## config.mk

```make
export PLATFORM = sky130hd
export DESIGN_NAME = seq_datapath
export DESIGN_NICKNAME = d
export VERILOG_FILES = /design/src/rtl/seq_datapath.sv
export SDC_FILE = /design/constraint.sdc
export NUM_CORES = 2
export LEC_CHECK = 0
export BUFFER_PORTS_ARGS = -buffer_cell sky130_fd_sc_hd__buf_2
export CAP_MARGIN = 25
export CORE_UTILIZATION = 40
export DETAILED_ROUTE_END_ITERATION = 16
export HOLD_SLACK_MARGIN = 0.02
export SLEW_MARGIN = 20
export SYNTH_ARGS = -nofsm -noshare
export SYNTH_HDL_FRONTEND = slang
export SYNTH_SLANG_ARGS = --single-unit
```

## constraint.sdc

```tcl
create_clock -name clk -period 19.9 [get_ports clk]
set_input_delay 2.985 -clock clk [delete_from_list [all_inputs] [get_ports clk]]
set_output_delay 2.985 -clock clk [all_outputs]
set_load 0.1 [all_outputs]
```

## src/rtl/seq_datapath.sv

```systemverilog
// seq_datapath: micro-programmed sequencer driving a register file and ALU.
// A loadable program memory is stepped through by a FETCH/EXEC FSM with a
// start/busy/done handshake; a combinational debug port exposes any register.
module seq_datapath #(
   parameter int WIDTH      = 16,
   parameter int NREGS      = 16,
   parameter int PROG_DEPTH = 32,
   localparam int RW        = $clog2(NREGS),
   localparam int PW        = $clog2(PROG_DEPTH),
   localparam int IW        = 12 + 2*RW
) (
   input  logic             clk,
   input  logic             reset,
   input  logic             prog_we,
   input  logic [PW-1:0]    prog_addr,
   input  logic [IW-1:0]    prog_data,
   input  logic             start,
   output logic             busy,
   output logic             done,
   output logic [4:0]       flags,
   input  logic [RW-1:0]    dbg_sel,
   output logic [WIDTH-1:0] dbg_data
);

   // opcodes
   localparam logic [3:0] OP_NOP  = 4'h0;
   localparam logic [3:0] OP_ADD  = 4'h1;
   localparam logic [3:0] OP_SUB  = 4'h2;
   localparam logic [3:0] OP_AND  = 4'h3;
   localparam logic [3:0] OP_OR   = 4'h4;
   localparam logic [3:0] OP_XOR  = 4'h5;
   localparam logic [3:0] OP_MOV  = 4'h6;
   localparam logic [3:0] OP_LDI  = 4'h7;
   localparam logic [3:0] OP_ADDI = 4'h8;
   localparam logic [3:0] OP_CMP  = 4'h9;
   localparam logic [3:0] OP_SHL  = 4'hA;
   localparam logic [3:0] OP_SHR  = 4'hB;
   localparam logic [3:0] OP_BNE  = 4'hC;
   localparam logic [3:0] OP_JMP  = 4'hD;
   localparam logic [3:0] OP_HALT = 4'hF;

   // flag bit positions within {C, L, F, Z, N}
   localparam int FC = 4;
   localparam int FL = 3;
   localparam int FF = 2;
   localparam int FZ = 1;
   localparam int FN = 0;

   localparam int MSB = WIDTH - 1;
   localparam logic [PW-1:0] PC_LAST = PW'(PROG_DEPTH - 1);

   typedef enum logic [1:0] {S_IDLE, S_FETCH, S_EXEC, S_DONE} state_e;

   state_e           state_q;
   logic [PW-1:0]    pc_q;
   logic [IW-1:0]    ir_q;
   logic             busy_q, done_q;
   logic [4:0]       flags_q;
   logic [WIDTH-1:0] regs_q [NREGS];
   logic [IW-1:0]    mem_q  [PROG_DEPTH];

   // instruction fields
   logic [3:0]        op;
   logic [RW-1:0]     dst, src;
   logic signed [7:0] imm;
   assign op  = ir_q[IW-1 -: 4];
   assign dst = ir_q[IW-5 -: RW];
   assign src = ir_q[IW-5-RW -: RW];
   assign imm = ir_q[7:0];

   logic [WIDTH-1:0] rd, rs, sx, opb;
   logic [WIDTH:0]   add_w;
   logic [WIDTH-1:0] res_d;
   logic             wr_d, take_d;
   logic [4:0]       flags_d;
   logic             exec_st;

   assign rd      = regs_q[dst];
   assign rs      = regs_q[src];
   assign sx      = WIDTH'(imm);
   assign opb     = (op == OP_ADDI) ? sx : rs;
   assign add_w   = {1'b0, rd} + {1'b0, opb};
   assign exec_st = (state_q == S_EXEC);

   // ALU, flag and branch decode for the instruction held in ir_q
   always_comb begin
      res_d   = rd;
      wr_d    = 1'b0;
      take_d  = 1'b0;
      flags_d = flags_q;
      case (op)
         OP_ADD, OP_ADDI: begin
            res_d       = add_w[MSB:0];
            wr_d        = 1'b1;
            flags_d[FC] = add_w[WIDTH];
            flags_d[FF] = (rd[MSB] == opb[MSB]) && (res_d[MSB] != rd[MSB]);
            flags_d[FZ] = (res_d == '0);
            flags_d[FN] = res_d[MSB];
         end
         OP_SUB: begin
            res_d       = rd - rs;
            wr_d        = 1'b1;
            flags_d[FC] = (rd < rs);
            flags_d[FF] = (rd[MSB] != rs[MSB]) && (res_d[MSB] != rd[MSB]);
            flags_d[FZ] = (res_d == '0);
            flags_d[FN] = res_d[MSB];
         end
         OP_AND: begin
            res_d       = rd & rs;
            wr_d        = 1'b1;
            flags_d[FZ] = (res_d == '0);
         end
         OP_OR: begin
            res_d       = rd | rs;
            wr_d        = 1'b1;
            flags_d[FZ] = (res_d == '0);
         end
         OP_XOR: begin
            res_d       = rd ^ rs;
            wr_d        = 1'b1;
            flags_d[FZ] = (res_d == '0);
         end
         OP_MOV: begin
            res_d = rs;
            wr_d  = 1'b1;
         end
         OP_LDI: begin
            res_d = sx;
            wr_d  = 1'b1;
         end
         OP_CMP: begin
            flags_d[FL] = (rd < rs);
            flags_d[FN] = ($signed(rd) < $signed(rs));
            flags_d[FZ] = (rd == rs);
         end
         OP_SHL: begin
            res_d       = {rd[MSB-1:0], 1'b0};
            wr_d        = 1'b1;
            flags_d[FC] = rd[MSB];
            flags_d[FZ] = (res_d == '0);
         end
         OP_SHR: begin
            res_d       = {1'b0, rd[MSB:1]};
            wr_d        = 1'b1;
            flags_d[FC] = rd[0];
            flags_d[FZ] = (res_d == '0);
         end
         OP_BNE:  take_d = ~flags_q[FZ];
         OP_JMP:  take_d = 1'b1;
         default: ;  // NOP, 0xE and HALT touch no datapath state
      endcase
   end

   // sequencer FSM: owns pc, instruction register and the handshake outputs
   always_ff @(posedge clk or posedge reset) begin
      if (reset) begin
         state_q <= S_IDLE;
         pc_q    <= '0;
         ir_q    <= '0;
         busy_q  <= 1'b0;
         done_q  <= 1'b0;
      end else begin
         case (state_q)
            S_IDLE: begin
               if (start) begin
                  state_q <= S_FETCH;
                  pc_q    <= '0;
                  busy_q  <= 1'b1;
               end
            end
            S_FETCH: begin
               ir_q    <= mem_q[pc_q];
               state_q <= S_EXEC;
            end
            S_EXEC: begin
               if (take_d) begin
                  pc_q    <= imm[PW-1:0];
                  state_q <= S_FETCH;
               end else if (op == OP_HALT || pc_q == PC_LAST) begin
                  // pc never wraps: falling off the end terminates the run
                  state_q <= S_DONE;
                  busy_q  <= 1'b0;
                  done_q  <= 1'b1;
               end else begin
                  pc_q    <= pc_q + 1'b1;
                  state_q <= S_FETCH;
               end
            end
            S_DONE: begin
               state_q <= S_IDLE;
               done_q  <= 1'b0;
            end
            default: begin
               state_q <= S_IDLE;
               busy_q  <= 1'b0;
               done_q  <= 1'b0;
            end
         endcase
      end
   end

   // register file write-back; reads inside EXEC see the pre-write value
   always_ff @(posedge clk or posedge reset) begin
      if (reset) begin
         for (int i = 0; i < NREGS; i++) regs_q[i] <= '0;
      end else if (exec_st && wr_d) begin
         regs_q[dst] <= res_d;
      end
   end

   // flag register, updated once per executed instruction
   always_ff @(posedge clk or posedge reset) begin
      if (reset)        flags_q <= '0;
      else if (exec_st) flags_q <= flags_d;
   end

   // program memory is deliberately outside reset so programs survive it
   always_ff @(posedge clk) begin
      if (prog_we && !busy_q) mem_q[prog_addr] <= prog_data;
   end

   assign busy     = busy_q;
   assign done     = done_q;
   assign flags    = flags_q;
   assign dbg_data = regs_q[dbg_sel];

endmodule

```

### Word level (Yosys, flattened, before mapping)

Memory sizes are Yosys's and may differ from the RTL's. A register that Yosys moved wholly into a read port is not among the register bits.
Index checks and enable logic that the tools add are counted.

| storage, ports and cells | value |
|---|---|
| register bits | 270 |
| memory bits (writable) | 640 |
| input port bits | 33 |
| output and inout port bits | 23 |
| word-level logic and storage cells | 137 |
| memories | 1 |

| operators by class | value |
|---|---|
| $add $sub $neg | 3 |
| magnitude comparators | 6 |
| equality and inequality tests | 27 |
| muxes and demuxes | 37 |
| bitwise logic cells | 7 |
| reductions and logical operators | 31 |

Memories:

| name | words | bits a word | rd ports | clocked after Yosys merged registers in | wr ports | line | source |
|---|---|---|---|---|---|---|---|
| mem_q | 32 | 20 | 1 | 1 | 1 | 60 | `logic [IW-1:0] mem_q [PROG_DEPTH];` |

Operators by type and width:

| cell | number |
|---|---|
| bitwise mux 256 bit | 1 |
| binary-select mux 16 bit (select 4 bit) | 3 |
| case mux 16 bit (9 select lines) | 1 |
| two-way mux 16 bit | 8 |
| logical NOT 16 bit | 5 |
| demux 16 bit (select 4 bit) | 1 |
| < comparator 16 bit | 2 |
| logical NOT 15 bit | 2 |
| equality test 4 bit (second input constant) | 7 |
| adder 16 x 16 -> 17 bit | 1 |
| AND 16 bit | 1 |
| equality test 16 bit | 1 |
| equality test 4 x 3 -> 1 bit (second input constant) | 4 |
| OR 16 bit | 1 |
| subtractor 16 bit | 1 |
| XOR 16 bit | 1 |
| >= comparator 5 bit (second input constant) | 3 |
| two-way mux 5 bit | 3 |
| NOT 4 -> 5 bit | 3 |
| case mux 5 bit (2 select lines) | 1 |
| AND reduction 2 bit | 5 |
| OR reduction 10 bit | 1 |
| equality test 4 x 2 -> 1 bit (second input constant) | 2 |
| two-way mux 1 bit | 8 |
| other kinds (29) | 45 |

### Logic depth before layout (Yosys ltp)

| logic depth | value |
|---|---|
| word-level depth | 9 |
| mapped depth | 21 |
| depth with buffers taken out | 15 |

### Least setup slack after synthesis

No wires, ideal clock.

| timing | value |
|---|---|
| kind | input -> output |
| from | input port dbg_sel[0] |
| to | output port dbg_data[0] |
| data arrival time | 5210 ps |
| required time | 16915 ps |
| slack | 11705 ps |
| stages on the path | 4 |
| buffers on the path | 2 |
| cell sequence | clkbuf_1 buf_1 mux4_2 mux4_2 |

| between the ends | value |
|---|---|
| word-level cells in the longest chain between the ends | 4 |

Ends and longest elaborated chain:

| what | line | source |
|---|---|---|
| start: declaration | 21 | `input logic [RW-1:0] dbg_sel,` |
| NOT 4 -> 5 bit (implied by the code) | 225 | `assign dbg_data = regs_q[dbg_sel];` |
| binary-select mux 16 bit (select 4 bit) | 225 |  |
| two-way mux 16 bit (implied by the code) (2 in series) | 225 |  |
| end: declaration | 22 | `output logic [WIDTH-1:0] dbg_data` |

No other way between the ends. The select of a mux whose other input is x is not followed.

### Worst setup path after layout

| timing | value |
|---|---|
| from | input port dbg_sel[0] |
| to | output port dbg_data[5] |

The elaborated chain is that of the path after synthesis.

==> results.py <==
metrics = {
    "status": {
        "status": "finished clean",
    },
    "synthesis": {
        "synth_area_leaders": "edfxtp_1 43%, mux4_2 21%, dfrtp_1 16%",
        "syn_area_um2": 44900,
        "synth_cells": 2706,
        "synth_edf_count": 640,
        "synth_area_leader_cell": "edfxtp_1",
        "yosys.area.top_type_share_pct": 42.8,
        "synth-async-reset-ratio_pct": 31.2,
        "yosysMostFrequentCell": "edfxtp_1",
        "syn_nets": 2808,
        "synth_common_cells": "640 x edfxtp_1, 424 x mux4_2, 290 x dfrtp_1",
        "synthDistinctLibCells": 85,
        "postSynthAreaPerCell_um2": 16.6,
        "ys_ff_latch": 930,
        "yosys_warnings": 0,
        "ys_seq_area_share_pct": 59.0,
        "synthFlopType": "edfxtp_1",
    },
    "clock_tree": {
        "cts_tree": "done",
        "post_cts_buffers": 0,
        "cts_buffer_depth": 3,
        "clock_sinks": 930,
        "ctsHoldBuffers": 0,
        "cts-root-buf": "clkbuf_16",
        "post_cts_resize_count": 0,
        "htreeDepth": 3,
        "insertion_delay_ns": 0.70,
        "clk_pin_slew_ns": 0.06,
        "cts_buffers": 100,
    },
    "setup_path": {
        "worstPathRequired_ns": 16.91,
        "cp.arrival_ns": 5.69,
        "cp.depth": 5,
        "reg2regPathDepth": 13,
        "critPathTopFamily": "buffers and inverters",
        "cp-end-kind": "output pin",
        "slowest_delay_ns": 0.72,
        "path_class": "in -> out",
        "start_kind": "input port",
        "cp.buffers_inverters": 3,
        "cp_cell_sequence": "buf_4, buf_4, mux4_2, mux4_2, buf_2",
        "slowest_stage": "buf_4",
        "worstPathMaxFanout": 40,
    },
    "sta": {
        "hold_viol": 0,
        "min_period_ns": 8.67,
        "tightest_slew_ns": 1.07,
        "whs_ns": 0.489,
        "setup_viol": 0,
        "post-route-period-util_pct": 43.6,
        "report.final.slew_viol_count": 0,
        "rsz0062_at_grt": "no",
        "max_clock_freq_ghz": 0.115,
        "layout_setup_ws_ns": 11.23,
        "skew_ns": 0.0821,
        "tns_ns": 0,
        "slew_headroom_pct": 28.5,
    },
    "hold_path": {
        "hold_depth": 2,
        "hp-class": "reg -> reg",
    },
    "power": {
        "p_comb_share_pct": 46.2,
        "seq_power_share_pct": 31.2,
        "clock_power_share_pct": 22.6,
        "leakage_nw": 17.7,
        "switchingPower_w": 0.00339,
        "peakVddDrop_v": 0.000109,
        "power_density_nw_per_um2": 165,
        "p_int_w": 0.00492,
        "p_sw_share_pct": 40.8,
    },
    "final_layout": {
        "drive_gt1_share_pct": 34.0,
        "finalNetCount": 2862,
        "syn2layout_area_growth_pct": 12.4,
    },
    "die": {
        "ios": 56,
        "start_util_pct": 40.4,
        "die_w_um": 337,
        "die_height_um": 337,
        "rows": 122,
        "dieArea_um2": 113000,
        "core_area_um2": 111000,
    },
    "global_route": {
        "antenna_found_initial": 6,
        "grt_pass1_wl_um": 181000,
        "grt_usage_pct": 21.7,
        "grt-ovfl-total": 0,
        "grt_pass1_vias": 27177,
        "grt_max_degree": 182,
    },
    "routing": {
        "vias": 26100,
        "drt_iter0_markers": 2453,
        "ant_nets": 0,
        "drc": 0,
        "drt_wl_total_um": 121000,
        "wl_per_cell_um": 28.1,
        "drt-pass1-iter-count": 6,
        "vias_per_cell": 6.03,
    },
    "place": {
        "post-dp-hpwl_um": 76200,
        "gp_congestion": 0.867,
        "io_buffers": 55,
        "dp_slack_ns": 11.15,
    },
    "flow_run": {
        "cap_violations": 0,
    },
}
-- power by group through the flow --
stage	Combinational, W	Clock (W)	Sequential [W]
after floorplan	0.00279	0	0.00249
after global placement	0.00373	0	0.00262
after detailed placement	0.00379	0	0.00263
after CTS	0.00381	0.00191	0.00259
after global routing	0.00410	0.00199	0.00263
final	0.00384	0.00188	0.00259
-- kinds of logic after synthesis --
family | Yosys count | share of synthesized area, %
compound gates | 355 | 4.99
xor+xnor | 27 | 0.527
fa+ha+maj | 69 | 1.96
buf+inv | 241 | 2.38
flops | 930 | 59.0
mux | 618 | 26.4
simple gates | 466 | 4.71
-- layout make-up --
type                       instances  area (µm²)
timing repair buffer             139         981
inverter                          54         210
clock inverter                    48         576
tap                             1488        1860
sequential                       930       26500
fill                            9536       60600
clock buffer                     135        2790
antenna                            2        5.00
multi-input combinational       1535       17500
-- sequential cells by signal (all words and copies together) (netlist names) --
register / cells
regs_q: 256
pc_q: 5
done: 1
flags: 5
ir_q: 20
mem_q: 640
busy: 1
state_q: 2
-- final timing paths --
kind,from,end,slack (ns)
min reg2reg,ir_q[10]$_DFFE_PP0N_,ir_q[10]$_DFFE_PP0N_,0.49
min in group asynchronous,reset,regs_q[141]$_DFFE_PP0P_,2.49
max in group asynchronous,reset,ir_q[8]$_DFFE_PP0N_,15.72
min,ir_q[10]$_DFFE_PP0N_,ir_q[10]$_DFFE_PP0N_,0.49
max,dbg_sel[0],dbg_data[5],11.23
max reg2reg,ir_q[12]$_DFFE_PP0N_,regs_q[158]$_DFFE_PP0P_,13.47
-- cell usage in the layout (no fill, tap or decap), drive strengths merged, types with 8 or more instances in the layout --
| cell | count |
|---|---|
| or3 | 10 |
| xor2 | 8 |
| a221oi | 17 |
| mux2 | 159 |
| ha | 67 |
| a22oi | 22 |
| mux2i | 25 |
| nand2 | 164 |
| buf | 138 |
| xnor2 | 19 |
| nor3b | 8 |
| nand2b | 17 |
| nor2b | 9 |
| inv | 57 |
| edfxtp | 640 |
| clkinv | 35 |
| o211ai | 10 |
| nor4 | 10 |
| mux4 | 434 |
| nor2 | 170 |
| dfrtp | 290 |
| nand4 | 9 |
| nor3 | 20 |
| o21ai | 126 |
| nand3 | 14 |
| clkbuf | 136 |
| a21oi | 110 |
-- stage by stage --
| stage | total power, W | utilization (%) | instance area, µm² | std cells |
|---|---|---|---|---|
| finish | 0.00831 | 45.4 | 50400 | 4331 |
| global route | 0.00872 | 45.4 | 50400 | 4330 |
| CTS | 0.00831 | 45.3 | 50300 | 4325 |
| detailed placement | 0.00642 | 42.3 | 46900 | 4142 |
| global placement | 0.00634 | 42.3 | 46900 | 4141 |
| floorplan | 0.00528 | - | 44900 | 2706 |
-- metal layers --
| layer | vias up | GRT usage, % | part of all wire [%] |
|---|---|---|---|
| met5 | - | 0 | 0.011 |
| met4 | 2 | 8.34 | 3.7 |
| met3 | 268 | 3.49 | 6.3 |
| met2 | 1079 | 36.0 | 49 |
| met1 | 13747 | 28.9 | 41 |
| li1 | 11004 | - | - |
-- worst register-to-register path: stages (launching register included) --
cell and delay [ns]:
dfrtp_4 0.82, buf_4 0.79, mux4_1 0.66, mux4_2 0.62
inv_1 0.11, ha_1 0.27, nor2_1 0.13, o211ai_1 0.20
a2111oi_0 0.89, o41ai_2 0.18, o31ai_1 0.40, mux2_2 0.42
o22ai_2 0.59, a21oi_1 0.15
Power figures use the tool's default switching activity.
